==> src/rtl/axis_corr_peak.sv <==
// axis_corr_peak: windowed peak detector for the correlator output stream.
// Three-stage pipeline: per-lane metric, max/lane reduction, window tracker.
// At each window close a {index, magnitude} report is emitted if the peak
// reaches the threshold latched on the first beat of that window.
// Optional build macro CORR_PEAK_ABS_EN: metric = |x| (saturating) instead of
// max(x, 0).
module axis_corr_peak #(
  parameter int NUM_PARALLEL = 8,
  parameter int FILT_WIDTH   = 16,
  parameter int WINDOW_LEN   = 1024,
  localparam int INDEX_WIDTH = $clog2(WINDOW_LEN * NUM_PARALLEL)
) (
  input  logic                                 clk,
  input  logic                                 rst_n,
  input  logic [FILT_WIDTH-1:0]                threshold,
  input  logic                                 s_axis_tvalid,
  output logic                                 s_axis_tready,
  input  logic [NUM_PARALLEL*FILT_WIDTH-1:0]   s_axis_tdata,
  output logic                                 m_axis_tvalid,
  input  logic                                 m_axis_tready,
  output logic [INDEX_WIDTH+FILT_WIDTH-1:0]    m_axis_tdata
);

  localparam int LANE_W = $clog2(NUM_PARALLEL);
  localparam int BEAT_W = $clog2(WINDOW_LEN);
  localparam int DATA_W = NUM_PARALLEL * FILT_WIDTH;
  localparam int OUT_W  = INDEX_WIDTH + FILT_WIDTH;

  localparam logic [BEAT_W-1:0]     BEAT_LAST = BEAT_W'(WINDOW_LEN - 1);
  localparam logic [BEAT_W-1:0]     BEAT_ONE  = BEAT_W'(1);
  localparam logic [BEAT_W-1:0]     BEAT_ZERO = BEAT_W'(0);
  localparam logic [FILT_WIDTH-1:0] MAG_ZERO  = FILT_WIDTH'(0);

  typedef enum logic [0:0] {
    ST_FIRST = 1'b0,
    ST_TRACK = 1'b1
  } state_t;

  // Per-lane metric: negative samples clamp to zero, or fold to magnitude.
  function automatic logic [FILT_WIDTH-1:0] lane_metric(input logic [FILT_WIDTH-1:0] x);
    logic [FILT_WIDTH-1:0] m;
`ifdef CORR_PEAK_ABS_EN
    if (x == {1'b1, {(FILT_WIDTH-1){1'b0}}}) begin
      m = {1'b0, {(FILT_WIDTH-1){1'b1}}};
    end else if (x[FILT_WIDTH-1]) begin
      m = ~x + {{(FILT_WIDTH-1){1'b0}}, 1'b1};
    end else begin
      m = x;
    end
`else
    if (x[FILT_WIDTH-1]) begin
      m = MAG_ZERO;
    end else begin
      m = x;
    end
`endif
    return m;
  endfunction

  // Binary max tree over the lanes; the left (lower-lane) child wins ties.
  function automatic logic [LANE_W+FILT_WIDTH-1:0] max_tree(input logic [DATA_W-1:0] metrics);
    logic [FILT_WIDTH-1:0] mag  [2*NUM_PARALLEL];
    logic [LANE_W-1:0]     lane [2*NUM_PARALLEL];
    for (int i = 0; i < 2*NUM_PARALLEL; i++) begin
      mag[i]  = MAG_ZERO;
      lane[i] = LANE_W'(0);
    end
    for (int i = 0; i < NUM_PARALLEL; i++) begin
      mag[NUM_PARALLEL+i]  = metrics[i*FILT_WIDTH +: FILT_WIDTH];
      lane[NUM_PARALLEL+i] = LANE_W'(i);
    end
    for (int i = NUM_PARALLEL-1; i >= 1; i--) begin
      if (mag[2*i+1] > mag[2*i]) begin
        mag[i]  = mag[2*i+1];
        lane[i] = lane[2*i+1];
      end else begin
        mag[i]  = mag[2*i];
        lane[i] = lane[2*i];
      end
    end
    return {lane[1], mag[1]};
  endfunction

  logic                          ena_s;
  logic                          s1_valid_r;
  logic [DATA_W-1:0]             s1_metric_r;
  logic [LANE_W+FILT_WIDTH-1:0]  tree_s;
  logic                          s2_valid_r;
  logic [FILT_WIDTH-1:0]         s2_max_r;
  logic [LANE_W-1:0]             s2_lane_r;
  state_t                        state_r;
  state_t                        state_nxt_s;
  logic                          advance_s;
  logic                          last_beat_s;
  logic                          load_s;
  logic                          close_s;
  logic [BEAT_W-1:0]             beat_cnt_r;
  logic [FILT_WIDTH-1:0]         peak_r;
  logic [INDEX_WIDTH-1:0]        index_r;
  logic [FILT_WIDTH-1:0]         thr_r;
  logic [FILT_WIDTH-1:0]         new_peak_s;
  logic [INDEX_WIDTH-1:0]        new_idx_s;
  logic                          report_s;
  logic                          out_valid_r;
  logic [OUT_W-1:0]              out_data_r;

  // The whole pipeline stalls only while a report waits on the downstream.
  assign ena_s         = ~(out_valid_r & ~m_axis_tready);
  assign s_axis_tready = ena_s & rst_n;
  assign m_axis_tvalid = out_valid_r;
  assign m_axis_tdata  = out_data_r;

  // Stage 1: register per-lane metrics and the accepted-beat flag.
  always_ff @(posedge clk or negedge rst_n) begin
    if (!rst_n) begin
      s1_valid_r  <= 1'b0;
      s1_metric_r <= {DATA_W{1'b0}};
    end else if (ena_s) begin
      s1_valid_r <= s_axis_tvalid;
      for (int i = 0; i < NUM_PARALLEL; i++) begin
        s1_metric_r[i*FILT_WIDTH +: FILT_WIDTH] <= lane_metric(s_axis_tdata[i*FILT_WIDTH +: FILT_WIDTH]);
      end
    end
  end

  assign tree_s = max_tree(s1_metric_r);

  // Stage 2: register the beat maximum and its lane number.
  always_ff @(posedge clk or negedge rst_n) begin
    if (!rst_n) begin
      s2_valid_r <= 1'b0;
      s2_max_r   <= MAG_ZERO;
      s2_lane_r  <= LANE_W'(0);
    end else if (ena_s) begin
      s2_valid_r <= s1_valid_r;
      s2_max_r   <= tree_s[FILT_WIDTH-1:0];
      s2_lane_r  <= tree_s[LANE_W+FILT_WIDTH-1:FILT_WIDTH];
    end
  end

  assign advance_s   = ena_s & s2_valid_r;
  assign last_beat_s = (beat_cnt_r == BEAT_LAST);

  // Window tracker state register.
  always_ff @(posedge clk or negedge rst_n) begin
    if (!rst_n) begin
      state_r <= ST_FIRST;
    end else begin
      state_r <= state_nxt_s;
    end
  end

  // Window tracker next-state: leave FIRST on any beat, close on the last.
  always_comb begin
    state_nxt_s = state_r;
    case (state_r)
      ST_FIRST: begin
        if (advance_s) begin
          state_nxt_s = ST_TRACK;
        end else begin
          state_nxt_s = ST_FIRST;
        end
      end
      ST_TRACK: begin
        if (advance_s && last_beat_s) begin
          state_nxt_s = ST_FIRST;
        end else begin
          state_nxt_s = ST_TRACK;
        end
      end
      default: state_nxt_s = ST_FIRST;
    endcase
  end

  // Window tracker outputs: first beat always loads, later beats load only
  // on a strictly larger value so the earlier sample keeps a tie.
  always_comb begin
    load_s  = 1'b0;
    close_s = 1'b0;
    case (state_r)
      ST_FIRST: begin
        load_s  = advance_s;
        close_s = 1'b0;
      end
      ST_TRACK: begin
        load_s  = advance_s & (s2_max_r > peak_r);
        close_s = advance_s & last_beat_s;
      end
      default: begin
        load_s  = 1'b0;
        close_s = 1'b0;
      end
    endcase
  end

  // Candidate peak after this beat's update; the counter is zero in FIRST.
  always_comb begin
    new_peak_s = peak_r;
    new_idx_s  = index_r;
    if (load_s) begin
      new_peak_s = s2_max_r;
      new_idx_s  = {beat_cnt_r, s2_lane_r};
    end else begin
      new_peak_s = peak_r;
      new_idx_s  = index_r;
    end
  end

  assign report_s = close_s & (new_peak_s >= thr_r);

  // Window datapath: peak, index, beat counter and latched threshold.
  always_ff @(posedge clk or negedge rst_n) begin
    if (!rst_n) begin
      peak_r     <= MAG_ZERO;
      index_r    <= INDEX_WIDTH'(0);
      beat_cnt_r <= BEAT_ZERO;
      thr_r      <= MAG_ZERO;
    end else if (advance_s) begin
      peak_r  <= new_peak_s;
      index_r <= new_idx_s;
      if (last_beat_s) begin
        beat_cnt_r <= BEAT_ZERO;
      end else begin
        beat_cnt_r <= beat_cnt_r + BEAT_ONE;
      end
      if (state_r == ST_FIRST) begin
        thr_r <= threshold;
      end
    end
  end

  // Output register: a new report may reload on the same edge as a handshake.
  always_ff @(posedge clk or negedge rst_n) begin
    if (!rst_n) begin
      out_valid_r <= 1'b0;
      out_data_r  <= {OUT_W{1'b0}};
    end else if (report_s) begin
      out_valid_r <= 1'b1;
      out_data_r  <= {new_idx_s, new_peak_s};
    end else if (out_valid_r && m_axis_tready) begin
      out_valid_r <= 1'b0;
    end
  end

endmodule

==> config.mk <==
export PLATFORM = sky130hd
export DESIGN_NAME = axis_corr_peak
export DESIGN_NICKNAME = d
export VERILOG_FILES = /design/src/rtl/axis_corr_peak.sv
export SDC_FILE = /design/constraint.sdc
export NUM_CORES = 1
export LEC_CHECK = 0
export CAP_MARGIN = 5
export CORE_ASPECT_RATIO = 1.5
export CORE_MARGIN = 2
export CORE_UTILIZATION = 59
export DETAILED_ROUTE_END_ITERATION = 7
export GPL_TIMING_DRIVEN = 0
export PLACE_DENSITY = 0.94
export SETUP_SLACK_MARGIN = 0.05
export SLEW_MARGIN = 10
export SYNTH_ARGS = -nofsm -noshare
export SYNTH_HDL_FRONTEND = slang
export SYNTH_SLANG_ARGS = --single-unit
export TNS_END_PERCENT = 10
==> constraint.sdc <==
create_clock -name clk -period 12 [get_ports clk]
set_input_delay 2.4 -clock clk [delete_from_list [all_inputs] [get_ports clk]]
set_output_delay 2.4 -clock clk [all_outputs]
set_load 0.005 [all_outputs]
==> flow_summary.ini <==
[timing]
tightest_slew_ns = 0.919
fin_skew_ns = 0.0111
hold_slack_ns = 0.472
hold_viol_final = 0
slew_violations = 0
maxSlewHeadroom_pct = 38.4
setup-tns-final_ns = 0
setup_viol = 0
rsz0062_at_grt = false
min_period_ns = 8.37
fmax_mhz = 119
fin_crit_sh_pct = 69.8

[layout]
layout_common_cells = dfrtp_1, nand2_1, clkdlybuf4s50_1
fillers = 1700
mostFrequentLayoutCell = dfrtp_1
final_area_mm2 = 0.0170
n_antenna_cell = 0
multi_input_area_mm2 = 0.00752
area_delta_synth_final_pct = 21.4
fin_nets = 2020
layout-drive-gt1-share_pct = 4.00
seqCellArea_mm2 = 0.00566

[synthesis]
synthDistinctLibCells = 58
synth_edf_count = 0
synth_nets = 1816
netlist_area_mm2 = 0.0140
synth-main-ff-cell = dfrtp_1
ys_seq_elements = 226
yosysWarnings = 0
ys_seq_area_share_pct = 40.4
syn_inst = 1532
postSynth.asyncResetShare_pct = 100
avgSynthCellArea_um2 = 9.13

[global_routing]
grt_pass1_wl_mm = 65.3
grt_overflow_total = 0
grt_max_degree = 102
grt_pass1_vias = 13400
antenna_found_initial = 0
grt_use_total_pct = 33.0

[job]
cap_violations = 0

[setup_path]
cp_slowest_cell = o31ai_2
cpPeakStageDelay_ns = 0.78
crit_path_start_kind = flip-flop
critPathMaxFanout = 10
reg2reg_depth = 30
cp.arrival_ns = 8.76
path_class = flip-flop to flip-flop
crit_required_ns = 12.38
end_kind = flip-flop

[clocking]
root_buffer = clkbuf_16
ctsHoldBuffers = 0
clock_latency_ns = 0.52
cts_tree = done
cts_sinks = 226
clock_path_buffers = 3
cts_buffers = 22
post_cts_resize_count = 0
cts_max_level = 1
post-cts-setup-buffers = 0
clk_pin_slew_ns = 0.07

[power_and_ir_drop]
peakVddDrop_mv = 0.113
seqPwrFrac_pct = 34.3
clkPwrFrac_pct = 27.4
p_sw_share_pct = 37.0
power_density_mw_per_mm2 = 159
p_int_mw = 1.70
power.leakage_nw = 8.11
comb_power_share_pct = 38.3
p_switching_mw = 0.997

[placed_design]
io_buffers = 178
placed_area_mm2 = 0.0162
gp_congestion = 0.959
hpwl_mm = 31.3

[routing]
wirelength_mm = 40.3
drt_iter0_drc = 955
vias_per_cell = 6.14
drtPass1Iterations = 6
dr_total_vias = 12700
drc = 0
wire_per_inst_um = 19.5
ant_nets = 0

[floorplan]
rows = 69
dieWidth_um = 130
fp.dieH_um = 193
die_area_mm2 = 0.0250
ioPinCount = 179
start_util_pct = 59.6
fp.coreArea_mm2 = 0.0235

[outcome]
status = finished, final reports clean

[worst_hold_path]
min-delay-path-class = flip-flop to flip-flop
hold_depth = 2
[final cells by class]
cell class                      count  share of cell area [%]
Sequential cell                   226                    33.3
Inverter                          126                    2.79
Tap cell                          319                    2.35
Clock inverter                      7                   0.671
Clock buffer                       31                    3.74
Multi-Input combinational cell   1099                    44.3
Buffer                             81                    1.99
Timing Repair Buffer              180                    10.8
[final timing paths]
check | end | slack, ns | from
min in group asynchronous | s1_metric_r[85] | 1.82 | rst_n
max | s2_max_r[14] | 3.63 | s1_metric_r[25]
min | s1_valid_r | 0.47 | s1_valid_r
max in group asynchronous | s1_metric_r[6] | 8.97 | rst_n
max reg2reg | s2_max_r[14] | 3.63 | s1_metric_r[25]
min reg2reg | s1_valid_r | 0.47 | s1_valid_r
[through the flow]
stage | setup WS, ns | instances | power (mW) | util, %
after floorplan | 5.52 | 1532 | 1.62 | -
after global placement | -1.65 | 2029 | 1.89 | 68.8
after detailed placement | 3.92 | 2031 | 1.94 | 69.1
after CTS | 3.87 | 2069 | 2.68 | 72.3
after global routing | 3.23 | 2069 | 2.85 | 72.3
final | 3.63 | 2069 | 2.70 | 72.3
[metal layers]
metal,part of all wire (%),GRT usage (%)
met1,34,34.0
met2,53,61.2
met3,4.7,3.35
met4,8.4,23.6
met5,0,0
[cells in the mapped netlist (22+ instances only)]
master / instances / share of area [%]
a211oi_1: 35 / 1.9
ha_1: 136 / 12
dfrtp_1: 226 / 40
a31oi_1: 31 / 1.4
nand2_1: 219 / 5.9
nand3b_1: 121 / 6.5
nand4_1: 22 / 0.98
mux2i_1: 69 / 4.9
clkbuf_1: 68 / 1.8
a21oi_1: 78 / 2.8
inv_1: 126 / 3.4
nor2_1: 32 / 0.86
nand3_1: 44 / 1.6
o21ai_0: 129 / 4.6
a21o_1: 30 / 1.6
[sequential cells by signal (all words and copies together), names as in the netlist, 3 cells and up]
| register | count |
|---|---|
| beat_cnt_r | 10 |
| index_r | 13 |
| m_axis_tdata | 29 |
| peak_r | 16 |
| s1_metric_r | 120 |
| s2_lane_r | 3 |
| s2_max_r | 15 |
| thr_r | 16 |
[worst max-delay path, delay by kind of cell, from the launching register on]
kind	cells	cell delay [ns]
mux	3	1.02
flops	1	0.41
compound gates	12	2.65
buf+inv	5	1.58
fa+ha+maj	3	0.91
simple gates	7	1.65
[cells by family after synthesis]
logic type / share of synthesized area (%)
multiplexers: 6.23
AND/OR/NAND/NOR: 18.8
flip-flops: 40.4
buffers and inverters: 5.80
AO/OA/AOI/OAI: 16.2
XOR/XNOR: 0.376
adder cells (fa/ha/maj): 12.2
[power groups by stage]
| stage | Clock (mW) | Combinational [mW] | Sequential [mW] |
|---|---|---|---|
| finish | 0.738 | 1.03 | 0.925 |
| detailed placement | 0 | 1.00 | 0.934 |
| CTS | 0.739 | 1.02 | 0.922 |
| global route | 0.771 | 1.15 | 0.934 |
| global placement | 0 | 0.956 | 0.932 |
| floorplan | 0 | 0.716 | 0.909 |
Note: power is estimated with default switching activity, not from simulation.
